<file path="config.mk">
export PLATFORM = sky130hd
export DESIGN_NAME = arbitro_multiplicador
export DESIGN_NICKNAME = d
export VERILOG_FILES = /design/src/rtl/arbitro_multiplicador.sv
export SDC_FILE = /design/constraint.sdc
export NUM_CORES = 1
export LEC_CHECK = 0
export CAP_MARGIN = 20
export CORE_AREA = 5 5 117 119
export DETAILED_ROUTE_END_ITERATION = 16
export DIE_AREA = 0 0 122 124
export DONT_BUFFER_PORTS = 1
export GPL_ROUTABILITY_DRIVEN = 0
export PLACE_DENSITY = 0.59
export SLEW_MARGIN = 10
export SYNTH_ARGS = -nofsm -noshare
export SYNTH_HDL_FRONTEND = slang
export SYNTH_SLANG_ARGS = --single-unit
</file>
<file path="constraint.sdc">
create_clock -name clk -period 2.9 [get_ports clk]
set_clock_uncertainty 0.2 [all_clocks]
set_input_delay 0.435 -clock clk [delete_from_list [all_inputs] [get_ports clk]]
set_output_delay 0.435 -clock clk [all_outputs]
set_load 0.05 [all_outputs]
</file>
<file path="src/rtl/arbitro_multiplicador.sv">
// Round-robin arbiter that time-shares one external saturating Q8.16 multiplier among four requesters.
// Operands are latched at grant, the product is captured one cycle later and returned with a one-hot ack pulse.
module arbitro_multiplicador #(
   parameter int largo = 24
) (
   input  logic                     clk,
   input  logic                     reset,
   input  logic [3:0]               req,
   input  logic [4*(largo+1)-1:0]   op_a,
   input  logic [4*(largo+1)-1:0]   op_b,
   output logic [largo:0]           mult_a,
   output logic [largo:0]           mult_b,
   input  logic [largo:0]           mult_y,
   output logic [3:0]               ack,
   output logic [largo:0]           resultado,
   output logic                     sat,
   output logic                     ocupado
);

   typedef enum logic [1:0] {IDLE, CARGA, RESPUESTA} estado_t;

   estado_t    state;
   estado_t    state_next;
   logic [1:0] ptr;
   logic [1:0] idx;
   logic [1:0] grant;
   logic       hay_req;

   function automatic logic es_saturado(input logic [largo:0] y);
      return (y == {1'b0, {largo{1'b1}}}) || (y == {1'b1, {largo{1'b0}}});
   endfunction

   // First asserted request found scanning upward from ptr, wrapping mod 4.
   always_comb begin
      grant   = ptr;
      hay_req = 1'b0;
      for (int k = 0; k < 4; k++) begin
         if (!hay_req && req[ptr + 2'(k)]) begin
            grant   = ptr + 2'(k);
            hay_req = 1'b1;
         end
      end
   end

   always_ff @(posedge clk or posedge reset) begin
      if (reset) state <= IDLE;
      else       state <= state_next;
   end

   always_comb begin
      state_next = state;
      case (state)
         IDLE:      if (hay_req) state_next = CARGA;
         CARGA:     state_next = RESPUESTA;
         RESPUESTA: state_next = IDLE;
         default:   state_next = IDLE;
      endcase
   end

   always_ff @(posedge clk or posedge reset) begin
      if (reset) begin
         ptr       <= '0;
         idx       <= '0;
         mult_a    <= '0;
         mult_b    <= '0;
         resultado <= '0;
         sat       <= 1'b0;
         ack       <= '0;
      end else begin
         ack <= '0;
         case (state)
            IDLE: begin
               if (hay_req) begin
                  idx    <= grant;
                  ptr    <= grant + 2'd1;
                  mult_a <= op_a[grant*(largo+1) +: largo+1];
                  mult_b <= op_b[grant*(largo+1) +: largo+1];
               end
            end
            // Multiplier has settled on the latched operands during this cycle.
            CARGA: begin
               resultado <= mult_y;
               sat       <= es_saturado(mult_y);
               ack       <= 4'b0001 << idx;
            end
            default: ;
         endcase
      end
   end

   assign ocupado = (state != IDLE);

endmodule
</file>
==> results of run 1 <==
-- flip-flops by register name, summed over array words and instances, names as in the netlist --
name and count:
sat 1, ack 4, mult_a 25, resultado 25, mult_b 25, state 2, ptr 2, idx 2
-- cells by family (layout without fill, tap and decap cells) --
| family | after synthesis | in the layout | synth area share [%] |
|---|---|---|---|
| multiplexers | 100 | 100 | 21.3 |
| XOR/XNOR | 1 | 1 | 0.186 |
| buffers and inverters | 38 | 49 | 6.89 |
| AO/OA/AOI/OAI | 63 | 63 | 11.4 |
| AND/OR/NAND/NOR | 166 | 166 | 14.6 |
| flip-flops | 86 | 86 | 45.7 |
-- worst max-delay path, delay by kind of cell (launching register included) --
family	cells	cell delay (ns)
buf+inv	1	0.11
flops	1	0.44
compound gates	3	0.62
simple gates	1	0.83
-- power breakdown --
group          internal [mW]  switching, mW  leakage (nW)  total, mW
Clock                  0.764          0.502         0.153       1.27
Combinational          0.991           1.38          1.24       2.37
Sequential              1.75           2.33          1.07       4.08
Total                   3.51           4.21          2.46       7.72
-- synthesized netlist by cell type (all sizes together) (3+ instances only) --
cell type | instances | area (sq um)
nor2 | 5 | 18.8
o221ai | 51 | 453
inv | 3 | 11.3
nor4 | 5 | 31.3
clkbuf | 15 | 56.3
dfrtp | 86 | 2150
mux2i | 100 | 1000
nand4 | 5 | 31.3
nor3 | 3 | 15.0
o21ai | 6 | 33.8
nand2 | 136 | 510
buf | 18 | 249
-- layer usage --
layer	track usage, %	vias to the layer above	wire length (um)
met1	19.8	1808	5290
met3	4.81	20	1190
met2	31.0	195	7420
met4	7.63	0	298
met5	0	-	0
li1	-	1652	-
-- cell type report --
cell class,instances,area (sq um)
multi-input combinational,330,2240
clock buffer,9,225
inverter,5,20.0
fill,1249,7200
clock inverter,7,101
sequential,86,2150
tap,172,215
timing repair buffer,28,310
-- how the worst max path moves through the flow --
stage	from	end	slack (ns)	depth (start not counted)
detailed placement	req[1]	mult_b[5]	0.45	5
finish	ptr[1]	mult_b[5]	0.48	5
global route	ptr[1]	mult_b[5]	0.33	5
CTS	ptr[1]	mult_b[5]	0.45	5
global placement	req[1]	mult_b[0]	0.54	5
floorplan	reset	ack[0]	0.04	1
-- repair_timing --
item                                    in CTS  in global routing
endpoints found under the setup margin       0                  0
hold endpoints to repair                    55                  0
hold buffers                                20                  0
-- through the flow --
step	setup WS (ns)	cell area (sq um)	hold slack (ns)	util, %
6_report	0.479	5270	0.0202	42.2
5_1_grt	0.326	5270	0.00851	42.2
4_1_cts	0.454	5270	0.000885	42.2
3_5_place_dp	0.445	4740	0.235	38.0
3_3_place_gp	0.544	4740	0.232	38.0
2_1_floorplan	0.0432	4710	0.248	-
==> results by group, run 1 <==
Outcome
  – Status: finished, final reports clean

Worst setup path
  – CP Launch Type: flop
  – Crit-path max cell delay: 0.83 ns
  – Critical path type: flop to flop
  – WP data arrival: 2.38 ns
  – CP Capture Type: flop
  – Reg2reg start: ptr[1]
  – R2R depth: 5
  – FF-to-FF setup slack: about 0.48 ns
  – Critical path, cell by cell: inv_1 -> a21oi_1 -> o221ai_2 -> or2_2 -> o221ai_1
  – R2r endpoint: mult_b[5]
  – CP Data Required Time: between 2 and 3 ns
  – Worst-path fanout max: 52
  – Crit-path slowest cell: or2_2

CTS
  – Sink Count: 86
  – Post_cts resized: 0
  – Worst-Skew Late Latency: 0.33 ns
  – Longest Clk Path Bufs: 2
  – CTS tree: yes
  – Clock slew at reported path FFs: approximately 0.07 ns
  – # H-tree levels: 3
  – Root buffer cell: clkbuf_16
  – Setup bufs post-CTS: 0
  – TritonCTS Buffers: 9

Synthesis
  – Syn Std Cell Area: 0.00471 sq mm
  – Syn Nets: 685
  – Ys flop type: dfrtp_1
  – Sequential share of the synthesized area: between 40% and 50%
  – Yosys warns: 0
  – Post-synth EDFFs: 0
  – Share of async-settable or async-resettable flops after synthesis: 100%
  – Avg Inst Size Synth: 10.4 sq um
  – Synthesized flop and latch total: 86
  – Gate Count Post-Synth: 454
  – Synth unique cells: 34

GRT
  – Gr usage total: between 10% and 20%
  – Largest net degree at the start of global routing: 54
  – Grt total ovfl: 0
  – Antenna violations before repair: 0
  – Vias in the first global route: 3859
  – First-pass GRT wire length: 20.6 mm

Timing
  – Period utilization: 83.5%
  – Peak Freq: just over 400 MHz
  – Setup TNS: 0 ns
  – Final Hold Vio Count: 0
  – Worst-Margin Slew: around 1.0 ns
  – Relative max-transition margin: 30.4%
  – Setup violators final: 0
  – Unrepaired setup endpoints after global routing: no
  – Min Tclk post-route: 2.42 ns
  – Final Max Slew Viols: 0

Detailed routing
  – Detailed-route wire length: 14.2 mm
  – Drt first pass iters: 4
  – Via/cell ratio: 5.77
  – Residual DRC count: 0
  – Iteration-0 DRC count of the detailed router: 200
  – Vias: 3675
  – Final ANT Viol Nets: 0
  – DR WL/cell: 22.3 um

Pwr
  – Leakage power: 2.46 nW
  – Pwr/cell area: 1470 mW/mm^2
  – Max VDD drop: around 0.64 mV
  – Total power: between 7 and 8 mW

Placement
  – Port bufs: 0
  – DP Wirelength: 10.7 mm
  – Placed insts: 601

Floorplan
  – Row count: 41
  – DIE HEIGHT: 124 um
  – Num ports: 312
  – Chip Width: 122 um
  – Initial core utilization: 37.7%
  – Die area: 0.0151 sq mm
  – Core box area: about 0.012 sq mm

Hold path
  – Worst Hold Path Cells: 2
  – Hold Path Sink: resultado[14]
  – Hold_sp: mult_y[14]
  – Hold Path Class: input port to flop

Cells and area
  – Nets: 691
  – Final cell count without fillers: ~640
  – Syn-to-layout area delta: 11.9%
  – Most common cell after layout, fill and taps aside: nand2_1
  – Most frequent cells in the layout: 135 x nand2_1, 100 x mux2i_1, 86 x dfrtp_1
  – Diode count: 0
  – Fraction of layout cells with a size suffix above 1: 6.67%

Job
  – Max-Cap Viols: 0
Note: power is estimated with default switching activity, not from simulation.
==> run 2, diff against run 1 <==
==> constraint.sdc (replaced) <==
create_clock -name clk -period 1.97 [get_ports clk]
set_clock_uncertainty 0.2 [all_clocks]
set_input_delay 0.2955 -clock clk [delete_from_list [all_inputs] [get_ports clk]]
set_output_delay 0.2955 -clock clk [all_outputs]
set_load 0.05 [all_outputs]
==> run 2 against run 1 <==
The run now ends with hold timing, setup timing left; clock power increased by 48%; first-iteration DRC count up 31%; largest power group unchanged; count of clock-buffer cells in the layout grew 1; highest routed layer unchanged; sequential power rose by 47%; via count is 21% higher; final cell count rose by 22%; die area stayed put; maximum frequency increased by 19%.
==> results by group, run 2 (same netlist as run 1, synthesis figures left out) <==
Cells and area
  – Area of the multi-input gates: 0.00238 sq mm (+6.4%)
  – Top flop regs: mult_a (25), mult_b (25), resultado (25)
  – Diode count: 0 (unchanged)
  – Fill count: 1021 (-18%)
  – Design area: 0.00702 sq mm (+33%)
  – Final Util: 56.3% (+14 points)
  – Most common cell after layout, fill and taps aside: nand2_1
  – Syn-to-layout area delta: 49.2%
  – Fraction of layout cells with a size suffix above 1: 14.2% (+7.5 points)
  – Most frequent cells in the layout: 135 x nand2_1, 131 x dlygate4sd3_1, 86 x dfrtp_1
  – Nets: 833 (+21%)
  – Seq. cell area: 0.00215 sq mm (unchanged)

Detailed routing
  – DR WL/cell: 23.1 um (+3.9%)
  – Drt first pass iters: 5 (+1)
  – Iteration-0 DRC count of the detailed router: 261 (+31%)
  – Vias: 4432 (+21%)
  – Final ANT Viol Nets: 0 (unchanged)
  – Residual DRC count: 0 (unchanged)
  – Detailed-route wire length: 18.0 mm (+27%)
  – Via/cell ratio: 5.69 (-1.4%)

CTS
  – Sink Count: 86 (unchanged)
  – # H-tree levels: 3 (unchanged)
  – CTS tree: yes
  – Longest Clk Path Bufs: 2 (unchanged)
  – TritonCTS Buffers: 9 (unchanged)
  – Clock slew at reported path FFs: 0.06 ns (about the same)
  – Worst-Skew Late Latency: 0.33 ns (about the same)
  – Root buffer cell: clkbuf_16

Placement
  – Pre-CTS WS: -0.155 ns (-0.601 ns)
  – DP Wirelength: 10.5 mm (-1.9%)
  – Port bufs: 0 (unchanged)
  – Post-DP Area: 0.00484 sq mm (+2.1%)

GRT
  – Gr usage total: 20.2% (+2.7 points)
  – First-pass GRT wire length: 23.4 mm (+13%)
  – Antenna violations before repair: 0 (unchanged)
  – Grt total ovfl: 0 (unchanged)
  – Largest net degree at the start of global routing: 87 (+61%)
  – Vias in the first global route: 4378 (+13%)

Timing
  – Final Max Slew Viols: 0 (unchanged)
  – Min Tclk post-route: 2.03 ns (-0.394 ns)
  – Worst-Margin Slew: 0.544 ns (-0.500 ns)
  – Setup violators final: 24 (+24)
  – Final Hold Vio Count: 1 (+1)
  – Final WS setup: -0.0574 ns (-0.536 ns)
  – Peak Freq: 493 MHz (+19%)
  – Period utilization: 103% (+19 points)
  – Unrepaired setup endpoints after global routing: yes
  – WHS: -0.00211 ns (-0.0223 ns)
  – Relative max-transition margin: 63.7% (+33 points)

Worst setup path
  – Critical path type: flop to flop
  – CP startpoint: ptr[1]
  – Crit-path slowest cell: or3_4
  – CP Capture Type: flop
  – FF-to-FF setup slack: -0.06 ns (-0.54 ns)
  – Reg2reg start: ptr[1]
  – Crit-path max cell delay: 0.41 ns (-0.42 ns)
  – CP Data Required Time: 1.97 ns (-0.89 ns)
  – Crit-path most repeated cell: o21ai_4
  – Worst-path fanout max: 9 (-83%)
  – CP Launch Type: flop
  – Critical path, cell by cell: or3_4 -> o21ai_4 -> o21ai_4 -> buf_4 -> buf_6 -> mux2i_1 -> o221ai_1
  – WP data arrival: 2.02 ns (-0.36 ns)
  – R2r endpoint: mult_b[21]
  – R2R depth: 7 (+2)

Pwr
  – Leakage power: 3.17 nW (+29%)
  – Pwr/cell area: 1840 mW/mm^2 (+26%)
  – Max VDD drop: 0.961 mV (+51%)
  – Sequential Power Share: 46.5% (-6.4 points)
  – Int Pwr: 6.24 mW (+78%)
  – Combinational power share: 38.9% (+8.2 points)
  – Clk pwr share: 14.6% (-1.8 points)
  – Total power: 12.9 mW (+67%)
  – Switching Fraction: 51.7% (-2.9 points)
  – Sw Pwr: 6.67 mW (+59%)

Floorplan
  – Chip Width: 122 um (unchanged)
  – Initial core utilization: 37.7% (unchanged)
  – DIE HEIGHT: 124 um (unchanged)
  – Core box area: 0.0125 sq mm (unchanged)
  – Die area: 0.0151 sq mm (unchanged)
  – Num ports: 312 (unchanged)
  – Row count: 41 (unchanged)

Hold path
  – Worst Hold Path Cells: 2 (unchanged)
  – Hold Path Class: input port to flop
  – Hold_sp: op_a[76]
  – Hold Path Sink: mult_a[1]

Outcome
  – Failing checks: hold timing, setup timing
  – Status: finished, violations left

Job
  – Max-Cap Viols: 0 (unchanged)
==> run 2: changes by cell type in the layout (fill, tap and decap cells not counted), sizes merged <==
| cell | before | now |
|---|---|---|
| dlygate4sd3 | 20 | 131 |
| clkbuf | 9 | 18 |
| buf | 8 | 31 |
| clkinvlp | 2 | 1 |
==> run 2: per-stage QoR <==
stage / TNS [ns] / cells
floorplan: 0 / 454
global placement: -0.826 / 612
detailed placement: -1.49 / 612
CTS: -0.0605 / 756
global route: -3.53 / 779
finish: -0.447 / 779
==> run 2: worst max path at each step <==
stage                       to
global placement     mult_a[4]
floorplan            mult_a[0]
detailed placement   mult_b[2]
global route        mult_b[21]
CTS                  mult_a[9]
finish              mult_b[21]
==> run 2: critical path: cells and delay by family, from the launching register on <==
family,cells,cell delay (ns)
buffers and inverters,2,0.33
muxes,1,0.20
DFF,1,0.40
and+or+nand+nor,1,0.41
AOI/OAI and AO/OA,3,0.35
==> run 2: repair_timing <==
item                       in CTS  in global routing
hold buffers                  125                  6
pin swaps                       4                  5
cloned                          1                 11
setup endpoints to repair      25                 49
resized for setup              11                 31
hold endpoints to repair      148                  5
buffers inserted                2                  6
==> run 2: final cells by class <==
class,instances,area share [%]
repair buffers,170,27.3
clock buffers,10,3.40
flip-flops and latches,86,30.7
inverters,5,0.321
well taps,172,3.07
multi-input cells,330,34.0
clock inverters,6,1.30
==> run 2: layer usage <==
metal  up-vias  GRT usage (%)  part of all wire [%]
met4         0           9.59                   3.9
met5         -              0                     0
li1       1937              -                     -
met2       265           36.4                    54
met1      2169           21.4                    34
met3        61           6.27                   7.4
==> run 2: power by group through the flow <==
| stage | clock network [mW] | registers [mW] | logic [mW] |
|---|---|---|---|
| after detailed placement | 0 | 6.03 | 3.73 |
| final | 1.88 | 6.01 | 5.02 |
| after CTS | 1.94 | 6.00 | 4.10 |
| after global placement | 0 | 6.03 | 3.58 |
| after floorplan | 0 | 5.77 | 3.20 |
| after global routing | 2.01 | 6.08 | 5.43 |
==> run 3, diff against run 2 <==
--- a/config.mk
+++ b/config.mk
@@ -7,10 +7,10 @@
 export LEC_CHECK = 0
 export CAP_MARGIN = 20
 export CORE_AREA = 5 5 117 119
+export CTS_CLUSTER_DIAMETER = 200
 export DETAILED_ROUTE_END_ITERATION = 16
 export DIE_AREA = 0 0 122 124
 export DONT_BUFFER_PORTS = 1
-export GPL_ROUTABILITY_DRIVEN = 0
 export PLACE_DENSITY = 0.59
 export SLEW_MARGIN = 10
 export SYNTH_ARGS = -nofsm -noshare
==> results of run 3 <==
No change in the layout: final DEF, timing and power equal those of run 2.
